$ cat src/rtl/bsg_fifo_1r1w_small_hardened_rr_ctrl_pkg.sv
// Shared helpers for the round-robin write-side scheduler of the small hardened FIFO.
// Latency: n/a (elaboration-time helpers only).
// Backpressure: n/a.
package bsg_fifo_1r1w_small_hardened_rr_ctrl_pkg;

  // Width of an index able to address n items; never returns zero so that
  // degenerate parameterisations still produce legal vectors.
  function automatic int safe_clog2(input int n);
    return (n <= 1) ? 1 : $clog2(n);
  endfunction

endpackage

$ cat src/rtl/bsg_fifo_rr_ctrl_arb.sv
// Round-robin picker: first eligible index at or after ptr, wrapping modulo num_src_p.
// Latency: purely combinational, zero cycles.
// Backpressure: none of its own; an empty elig vector simply yields no grant.
//
// Ports:
//   elig   in  num_src_p    sources allowed to win this cycle
//   ptr    in  tag_width_p  index with highest priority this cycle (< num_src_p)
//   grant  out num_src_p    one-hot winner, all zero when elig is empty
//   winner out tag_width_p  binary index of the winner (0 when no grant)
module bsg_fifo_rr_ctrl_arb #(
  parameter int num_src_p   = 4,
  parameter int tag_width_p = 2
) (
  input  logic [num_src_p-1:0]   elig,
  input  logic [tag_width_p-1:0] ptr,
  output logic [num_src_p-1:0]   grant,
  output logic [tag_width_p-1:0] winner
);

  // One extra bit so ptr+k cannot overflow before the modulo fold.
  localparam int sum_width_lp = tag_width_p + 1;

  logic [sum_width_lp-1:0] idx;

  // Walk the offsets from farthest to nearest; the last hit is the source
  // closest to ptr in rotation order, which is the round-robin winner.
  // The fold is a single conditional subtract, so it stays correct when
  // num_src_p is not a power of two.
  always_comb begin
    grant  = '0;
    winner = '0;
    idx    = '0;
    for (int k = num_src_p - 1; k >= 0; k--) begin
      idx = {1'b0, ptr} + sum_width_lp'(k);
      if (idx >= sum_width_lp'(num_src_p)) begin
        idx = idx - sum_width_lp'(num_src_p);
      end
      for (int i = 0; i < num_src_p; i++) begin
        if (elig[i] && (idx == sum_width_lp'(i))) begin
          grant    = '0;
          grant[i] = 1'b1;
          winner   = tag_width_p'(i);
        end
      end
    end
  end

endmodule

$ cat src/rtl/bsg_fifo_1r1w_small_hardened_rr_ctrl.sv
// Write-side scheduler sharing one small hardened FIFO among num_src_p requesters with per-source quotas.
// Latency: grant and FIFO write are combinational (zero cycles); occupancy/quota outputs are registered.
// Backpressure: no grant while fifo_ready_i is low; a source at quota is held off until its registered count drops.
//
// Ports:
//   clk_i          in  1                       clock, posedge
//   reset_n_i      in  1                       async active-low reset
//   v_i            in  num_src_p               per-source request valid
//   data_i         in  num_src_p*width_p       per-source payload, source i at [i*width_p +: width_p]
//   ready_and_o    out num_src_p               one-hot grant
//   fifo_v_o       out 1                       FIFO write valid
//   fifo_data_o    out tag_width_lp+width_p    {source tag, payload}
//   fifo_ready_i   in  1                       FIFO can accept a write
//   fifo_deq_i     in  1                       FIFO dequeues this cycle
//   fifo_deq_src_i in  tag_width_lp            tag field of the dequeued entry
//   src_cnt_o      out num_src_p*cnt_width_lp  per-source occupancy (registered)
//   src_at_quota_o out num_src_p               per-source count == quota (registered)
module bsg_fifo_1r1w_small_hardened_rr_ctrl
  import bsg_fifo_1r1w_small_hardened_rr_ctrl_pkg::*;
#(
  parameter  int width_p      = 8,
  parameter  int num_src_p    = 4,
  parameter  int els_p        = 8,
  parameter  int src_quota_p  = els_p / 2,
  localparam int tag_width_lp = safe_clog2(num_src_p),
  localparam int cnt_width_lp = safe_clog2(src_quota_p + 1)
) (
  input  logic                              clk_i,
  input  logic                              reset_n_i,
  input  logic [num_src_p-1:0]              v_i,
  input  logic [num_src_p*width_p-1:0]      data_i,
  output logic [num_src_p-1:0]              ready_and_o,
  output logic                              fifo_v_o,
  output logic [tag_width_lp+width_p-1:0]   fifo_data_o,
  input  logic                              fifo_ready_i,
  input  logic                              fifo_deq_i,
  input  logic [tag_width_lp-1:0]           fifo_deq_src_i,
  output logic [num_src_p*cnt_width_lp-1:0] src_cnt_o,
  output logic [num_src_p-1:0]              src_at_quota_o
);

  // Parameter sanity, caught at elaboration.
  if (num_src_p < 2) begin : g_bad_num_src
    $error("bsg_fifo_1r1w_small_hardened_rr_ctrl: num_src_p must be at least 2");
  end
  if ((src_quota_p < 1) || (src_quota_p > els_p)) begin : g_bad_quota
    $error("bsg_fifo_1r1w_small_hardened_rr_ctrl: src_quota_p must lie in 1..els_p");
  end

  localparam logic [cnt_width_lp-1:0] quota_lp = cnt_width_lp'(src_quota_p);
  localparam logic [tag_width_lp-1:0] last_lp  = tag_width_lp'(num_src_p - 1);

  logic [tag_width_lp-1:0] ptr_r;
  logic [tag_width_lp-1:0] ptr_n;
  logic [cnt_width_lp-1:0] cnt_r [num_src_p];
  logic [cnt_width_lp-1:0] cnt_n [num_src_p];
  logic [num_src_p-1:0]    at_quota_r;
  logic [num_src_p-1:0]    at_quota_n;

  logic [num_src_p-1:0]    elig;
  logic [num_src_p-1:0]    grant;
  logic [tag_width_lp-1:0] winner;
  logic [width_p-1:0]      payload;
  logic [num_src_p-1:0]    enq;
  logic [num_src_p-1:0]    deq;

  // Quota is taken from the registered flag only, so a dequeue in this cycle
  // cannot reach the grant path; the freed slot becomes usable next cycle.
  // Gating with reset_n_i keeps all grants off while reset is held.
  assign elig = v_i & ~at_quota_r & {num_src_p{fifo_ready_i & reset_n_i}};

  bsg_fifo_rr_ctrl_arb #(
    .num_src_p   (num_src_p),
    .tag_width_p (tag_width_lp)
  ) arb (
    .elig   (elig),
    .ptr    (ptr_r),
    .grant  (grant),
    .winner (winner)
  );

  assign ready_and_o = grant;
  assign fifo_v_o    = |elig;

  // One-hot select of the winning payload.
  always_comb begin
    payload = '0;
    for (int i = 0; i < num_src_p; i++) begin
      if (grant[i]) begin
        payload = data_i[i*width_p +: width_p];
      end
    end
  end

  assign fifo_data_o = {winner, payload};

  // Next pointer: one past the winner, explicit wrap for any num_src_p.
  always_comb begin
    ptr_n = ptr_r;
    if (|grant) begin
      ptr_n = (winner == last_lp) ? '0 : winner + 1'b1;
    end
  end

  // Per-source occupancy. Simultaneous enqueue and dequeue cancel. A dequeue
  // of a source already at zero is a protocol error and leaves the count at
  // zero. Out-of-range tags never match any source and are ignored.
  always_comb begin
    enq        = '0;
    deq        = '0;
    at_quota_n = '0;
    for (int i = 0; i < num_src_p; i++) begin
      enq[i]   = grant[i];
      deq[i]   = fifo_deq_i && (fifo_deq_src_i == tag_width_lp'(i));
      cnt_n[i] = cnt_r[i];
      if (enq[i] && !deq[i]) begin
        cnt_n[i] = cnt_r[i] + 1'b1;
      end else if (deq[i] && !enq[i] && (cnt_r[i] != '0)) begin
        cnt_n[i] = cnt_r[i] - 1'b1;
      end
      at_quota_n[i] = (cnt_n[i] == quota_lp);
    end
  end

  always_ff @(posedge clk_i or negedge reset_n_i) begin
    if (!reset_n_i) begin
      ptr_r      <= '0;
      at_quota_r <= '0;
      for (int i = 0; i < num_src_p; i++) begin
        cnt_r[i] <= '0;
      end
    end else begin
      ptr_r      <= ptr_n;
      at_quota_r <= at_quota_n;
      for (int i = 0; i < num_src_p; i++) begin
        cnt_r[i] <= cnt_n[i];
      end
    end
  end

  always_comb begin
    src_cnt_o = '0;
    for (int i = 0; i < num_src_p; i++) begin
      src_cnt_o[i*cnt_width_lp +: cnt_width_lp] = cnt_r[i];
    end
  end

  assign src_at_quota_o = at_quota_r;

`ifndef SYNTHESIS
  // Read-side protocol errors; the datapath above already tolerates them.
  always @(negedge clk_i) begin
    if (reset_n_i && fifo_deq_i) begin
      if (int'(fifo_deq_src_i) >= num_src_p) begin
        $error("rr_ctrl: dequeue tag %0d is not a valid source", fifo_deq_src_i);
      end else if (cnt_r[fifo_deq_src_i] == '0) begin
        $error("rr_ctrl: dequeue from source %0d whose count is zero", fifo_deq_src_i);
      end
    end
  end
`endif

endmodule

$ cat config.mk
export PLATFORM = sky130hd
export DESIGN_NAME = bsg_fifo_1r1w_small_hardened_rr_ctrl
export DESIGN_NICKNAME = d
export VERILOG_FILES = /design/src/rtl/bsg_fifo_1r1w_small_hardened_rr_ctrl_pkg.sv /design/src/rtl/bsg_fifo_rr_ctrl_arb.sv /design/src/rtl/bsg_fifo_1r1w_small_hardened_rr_ctrl.sv
export SDC_FILE = /design/constraint.sdc
export NUM_CORES = 1
export LEC_CHECK = 0
export ABC_AREA = 1
export ABC_CLOCK_PERIOD_IN_PS = 4480
export BUFFER_PORTS_ARGS = -buffer_cell sky130_fd_sc_hd__buf_2
export CAP_MARGIN = 10
export CORE_ASPECT_RATIO = 1.4
export CORE_UTILIZATION = 45
export CTS_CLUSTER_DIAMETER = 40
export DETAILED_ROUTE_END_ITERATION = 16
export PLACE_DENSITY = 0.76
export SLEW_MARGIN = 20
export SYNTH_ARGS = -nofsm -noshare
export SYNTH_HDL_FRONTEND = slang
export SYNTH_SLANG_ARGS = --single-unit
$ cat constraint.sdc
create_clock -name clk_i -period 4.48 [get_ports clk_i]
set_input_delay 0.448 -clock clk_i [delete_from_list [all_inputs] [get_ports clk_i]]
set_output_delay 0.448 -clock clk_i [all_outputs]
set_load 0.01 [all_outputs]
# Word level (Yosys, flattened, before mapping)
# Cells that the tools add are included.
dict set report op_classes {
  add_sub_neg 16
  multipliers 0
  n_div 0
  order_cmp 4
  eq_ne 20
  n_shift 0
  n_mux 48
  bitwise 4
  n_reduce_logical 51
}
# operator count
set ops {}
lappend ops {{$mux 4} 13}
lappend ops {{$mux 3} 13}
lappend ops {{$logic_and 1x1->1} 32}
lappend ops {{$mux 2} 16}
lappend ops {{$mux 8} 4}
lappend ops {{$eq 3x2->1 const B} 8}
lappend ops {{$add 3x1->3 const B} 4}
lappend ops {{$eq 3x1->1 const B} 4}
lappend ops {{$eq 3x3->1 const B} 4}
lappend ops {{$logic_not 3->1} 4}
lappend ops {{$reduce_bool 3->1} 4}
lappend ops {{$sub 3x1->3 const B} 4}
lappend ops {{$ge 3x3->1 const B} 3}
lappend ops {{$sub 3x3->3 const B} 3}
lappend ops {{$and 4x4->4} 2}
lappend ops {{$logic_not 1->1} 8}
lappend ops {{$reduce_or 4->1} 2}
lappend ops {{$add 2x2->3 const B} 2}
lappend ops {{$eq 2x2->1 const B} 3}
lappend ops {{$not 4->4} 1}
lappend ops {{$add 2x1->3 const B} 1}
lappend ops {{$ge 2x3->1 const B} 1}
lappend ops {{$sub 2x3->3 const B} 1}
lappend ops {{$add 2x1->2 const B} 1}
lappend ops {{other kinds (4)} 5}
dict set report totals {
  register_bits 18
  latch_bits 0
  ramBits 0
  rom_bits 0
  inputBits 42
  memories 0
}

# Depth between registers and ports, before layout
dict set report depth {
  ltp_word 27
  mapped_depth 18
  mapped_depth_nobuf 18
}

# By module
# From an unflattened synthesis, not the netlist that was laid out.
dict set report unflattened {
  hier_cells 275
  area_unflattened_um2 1740.4
}
# module n_inst cells_each area_each_um2 seq_area_each_um2
set by_module_without_submodules {}
lappend by_module_without_submodules {bsg_fifo_1r1w_small_hardened_rr_ctrl 1 210 1456.4 450.4}
lappend by_module_without_submodules {bsg_fifo_rr_ctrl_arb 1 65 284.0 0.0}

# Worst setup path before layout
# OpenSTA, ideal clock, no wires.
dict set report synth_timing {
  path_type {input to output}
  from {input port fifo_ready_i}
  to {output port fifo_data_o[1]}
  t_arrival_ns 1.521
  setup_slack_ns 2.511
  cell_stages 12
  cell_sequence {nand2_4 inv_4 nand2_2 inv_2 nand2_4 nand2_2 a21oi_2 nand2_2 inv_2 buf_2 nand2_1 nand4_1}
}
dict set report synth_via {
  elab_chain_len 23
  elab_cells_between_ends 38
  cone_classes {20 x mux; 2 x bitwise; 16 x reduce/logical}
}
# element line
set synth_lines {}
lappend synth_lines {{start: declaration} bsg_fifo_1r1w_small_hardened_rr_ctrl.sv:35} ;# input logic fifo_ready_i,
lappend synth_lines {{$and 1x1->1 *} bsg_fifo_1r1w_small_hardened_rr_ctrl.sv:70} ;# assign elig = v_i & ~at_quota_r & {num_src_p{fifo_ready_i & reset_n_i}};
lappend synth_lines {{$and 4x4->4 *} bsg_fifo_1r1w_small_hardened_rr_ctrl.sv:70}
lappend synth_lines {{$logic_and 1x1->1} bsg_fifo_rr_ctrl_arb.sv:39} ;# if (elig[i] && (idx == sum_width_lp'(i))) begin
lappend synth_lines {{$mux 1} bsg_fifo_rr_ctrl_arb.sv:39}
lappend synth_lines {{$mux 2} bsg_fifo_rr_ctrl_arb.sv:39}
lappend synth_lines {{$mux 3} bsg_fifo_rr_ctrl_arb.sv:39}
lappend synth_lines {{$mux 4 (12 in a row)} bsg_fifo_rr_ctrl_arb.sv:39}
lappend synth_lines {{$mux 4 *} bsg_fifo_rr_ctrl_arb.sv:39}
lappend synth_lines {{named net ready_and_o[0]} bsg_fifo_1r1w_small_hardened_rr_ctrl.sv:32} ;# output logic [num_src_p-1:0] ready_and_o,
lappend synth_lines {{$mux 8 * (4 in a row)} bsg_fifo_1r1w_small_hardened_rr_ctrl.sv:89} ;# if (grant[i]) begin
lappend synth_lines {{end: declaration} bsg_fifo_1r1w_small_hardened_rr_ctrl.sv:34} ;# output logic [tag_width_lp+width_p-1:0] fifo_data_o,
# The timed path passes the listed nets; every way through them passes the cells marked *.

# Final worst setup path
dict set report layout_timing {
  from {input port reset_n_i}
  to {output port fifo_data_o[3]}
}
dict set report layout_via {
  elab_chain_len 23
  elab_cells_between_ends 38
  cone_classes {20 x mux; 2 x bitwise; 16 x reduce/logical}
}
# element line
set layout_lines {}
lappend layout_lines {{start: declaration} bsg_fifo_1r1w_small_hardened_rr_ctrl.sv:29} ;# input logic reset_n_i,
lappend layout_lines {{$and 1x1->1 *} bsg_fifo_1r1w_small_hardened_rr_ctrl.sv:70}
lappend layout_lines {{$and 4x4->4 *} bsg_fifo_1r1w_small_hardened_rr_ctrl.sv:70}
lappend layout_lines {{$logic_and 1x1->1} bsg_fifo_rr_ctrl_arb.sv:39}
lappend layout_lines {{$mux 1} bsg_fifo_rr_ctrl_arb.sv:39}
lappend layout_lines {{$mux 2} bsg_fifo_rr_ctrl_arb.sv:39}
lappend layout_lines {{$mux 3} bsg_fifo_rr_ctrl_arb.sv:39}
lappend layout_lines {{$mux 4 (12 in a row)} bsg_fifo_rr_ctrl_arb.sv:39}
lappend layout_lines {{$mux 4 *} bsg_fifo_rr_ctrl_arb.sv:39}
lappend layout_lines {{$mux 8 (3 in a row)} bsg_fifo_1r1w_small_hardened_rr_ctrl.sv:89}
lappend layout_lines {{$mux 8 *} bsg_fifo_1r1w_small_hardened_rr_ctrl.sv:89}
# Every way passes the cells marked *; elsewhere a longest branch is shown, timed or not.

==> metrics.csv <==
stage,metric,value,unit
yosys,"Warnings, synthesis",0,
yosys,fraction of registers with async set/reset,1.00,
floorplanning,core footprint,3680,µm²
floorplanning,initial core utilization,0.477,
final_layout,Final Non-Filler Cells,377,
job,Max Cap Viol,0,
floorplanning,Die W,54.7,µm
floorplanning,Die Ht,75.8,µm
yosys,ys flop type,dfrtp_1,
clock_tree,total CTS buffers,3,
yosys,register area share after synthesis,0.257,
setup_path,crit end category,output pin,
setup_path,Worst path max stage delay,0.38,ns
detailed_routing,WL final,4.26,mm
place,Final Wtd Congestion,0.908,
clock_tree,Clock transition at path regs,0.07,ns
timing,TNS Setup,0,ns
yosys,post-synthesis register bit count,18,
yosys,Post-synth EDFFs,0,
timing,Final Hold Viols,0,
setup_path,crit path DAT,2.17,ns
setup_path,WP data required,4.03,ns
timing,final worst-path cycle share,0.584,
clock_tree,CTS Hold Bufs,0,
timing,minimum clock period,2.62,ns
timing,final hold slack,0.140,ns
yosys,Mapped Cells,262,
setup_path,Crit Path Max Fanout,19,
setup_path,Crit Path Category,input port to output pin,
detailed_routing,TritonRoute pass-1 iters,4,
place,Final HPWL DP,3.65,mm
yosys,syn nets,316,
timing,final worst slack,1.86,ns
final_layout,FILL cells,354,
floorplanning,die area,4150,µm²
timing,Setup-failing EPs final,0,
floorplanning,IO Pins,73,
timing,Max Clock Freq,0.382,GHz
detailed_routing,Via density,5.06,
yosys,synthesized area,1750,µm²
min_path,worst hold path type,input port to asynchronous set/reset pin,
yosys,syn_area_per_cell,6.69,µm²
clock_tree,CTS tree,built,
floorplanning,row count,26,
setup_path,Setup crit start kind,input port,
global_routing,Tot GR Track Use,0.230,
final_layout,ANT cells,0,
place,IO Port Bufs,72,
final_layout,area of all placed cells without fillers,2200,µm²
place,pre-CTS setup slack,1.85,ns
clock_tree,Post-CTS Resized,0,
detailed_routing,DR vias,1906,
status,status,"complete, no violations",
timing,Final Skew,0.00129,ns
detailed_routing,Wirelength per Cell,11.3,µm
global_routing,first-pass GRT wire length,7.08,mm
global_routing,vias in the first global route,1818,
yosys,Synth cell types,30,
clock_tree,Post-CTS Setup Bufs,0,
clock_tree,"Clk Latency, worst-skew pair",0.25,ns
timing,slew margin rel.,0.691,
setup_path,slowest CP cell,buf_2,
final_layout,layout cell share with drive strength beyond 1,0.361,
clock_tree,H-tree levels,1,
setup_path,crit path cell chain,"buf_2, nand2_4, nor3_4, nand2_1, nand2_1, inv_2, nand2_1, nand2_2, nand2_4, inv_2, nand2_1, nand4_1, buf_2",
detailed_routing,Initial DRC Count,55,
power_and_ir_drop,Max IR drop VDD,234,µV
timing,setup repair after global routing missed its margin,no,
detailed_routing,Final ANT Viol Nets,0,
power_and_ir_drop,Lkg Pwr,0.00131,µW
timing,measured slew at the worst slew-check pin,0.463,ns
place,DP Area,2140,µm²
final_layout,nets,390,
clock_tree,CTS Buffer Depth,2,
global_routing,initial antenna violation count,0,
global_routing,total gr overflow,0,
detailed_routing,DRC,0,
final_layout,Area Growth Syn to Fin,25.5,%
clock_tree,clk sinks,18,
place,dpl cells,373,
global_routing,largest net degree at the start of global routing,20,
power_and_ir_drop,power per cell area,534,nW/µm²
setup_path,CP dominant cell by count,nand2_1,
clock_tree,CTS root buffer,clkbuf_8,
timing,"Slew Viols, Final",0,
routing by layer:
metal	GRT usage	part of all wire	vias up
met2	0.458	0.56	83
met4	0.0570	0.013	0
met1	0.238	0.36	838
met3	0.0319	0.068	6
met5	0	0	-
li1	-	-	979
state kept, by name, indices dropped and copies added, names as in the netlist:
signal and flops:
src_cnt_o 12, src_at_quota_o 4, ptr_r 2
cell usage in the layout (no fill, tap or decap):
cell and instances:
inv_1 30, xor2_1 4, o21ai_1 4, nand3_1 21
nand4_1 11, o21ai_0 2, nand2_4 3, clkbuf_8 4
inv_4 1, o2111ai_1 1, dfrtp_1 18, nand2_1 87
nand3b_1 2, nor2_4 1, buf_2 72, o211ai_1 3
nand2_2 16, nor2_1 13, nor3_4 1, ha_1 12
xnor2_1 1, nor2_2 3, o21ai_2 1, xor2_2 1
a21oi_1 1, clkinv_2 1, nand3_2 6, nor3_1 4
inv_2 10, a21oi_2 1
worst max-delay path, delay by kind of cell:
family | cells | cell delay, ns
buf+inv | 4 | 0.68
simple gates | 9 | 1.01
area by class of cell:
class | instances | area (µm²) | area share
clock buffers | 4 | 55.1 | 0.0250
inverters | 42 | 161 | 0.0734
repair buffers | 72 | 360 | 0.164
flip-flops and latches | 18 | 450 | 0.205
well taps | 42 | 52.6 | 0.0239
multi-input cells | 199 | 1120 | 0.509
kinds of logic after synthesis:
group                    count (synthesis)  share of synthesized area
flip-flops                              18                      0.257
adder cells (fa/ha/maj)                 12                     0.0857
AND/OR/NAND/NOR                        168                      0.471
buffers and inverters                   45                      0.104
AO/OA/AOI/OAI                           13                     0.0479
XOR/XNOR                                 6                     0.0343
Yosys cell counts, types with 3 or more instances:
master / instances / share of area
nand2_1: 87 / 0.19
inv_1: 30 / 0.064
nand3_1: 21 / 0.060
dfrtp_1: 18 / 0.26
nand2_2: 16 / 0.057
nor2_1: 13 / 0.028
ha_1: 12 / 0.086
nand4_1: 11 / 0.039
inv_2: 10 / 0.021
nand3_2: 6 / 0.034
nor3_1: 4 / 0.011
o21ai_1: 4 / 0.011
xor2_1: 4 / 0.020
nand2_4: 3 / 0.019
nor2_2: 3 / 0.011
o211ai_1: 3 / 0.013
through the flow:
| step | power (µW) | utilization |
|---|---|---|
| global placement | 1040 | 0.583 |
| global route | 1290 | 0.598 |
| detailed placement | 1050 | 0.583 |
| finish | 1170 | 0.598 |
| CTS | 1180 | 0.598 |
| floorplan | 818 | - |
report_power, final:
part	switching, µW	internal, µW
sequential	76.2	239
clock	53.1	78.0
combinational	445	283
total	575	600
path summary, 6_finish.rpt:
| check | from | slack (ns) | cells past startpoint | to |
|---|---|---|---|---|
| hold reg to reg | src_cnt_o[3] | 0.59 | 2 | src_cnt_o[3] |
| setup reg to reg | src_at_quota_o[3] | 2.48 | 12 | src_at_quota_o[3] |
| max in group asynchronous | reset_n_i | 4.02 | 1 | ptr_r[1] |
| min in group clk_i | src_cnt_o[3] | 0.59 | 2 | src_cnt_o[3] |
| hold / removal | reset_n_i | 0.14 | 1 | src_cnt_o[7] |
| setup / recovery | reset_n_i | 1.86 | 13 | fifo_data_o[3] |
Power figures use the tool's default switching activity.
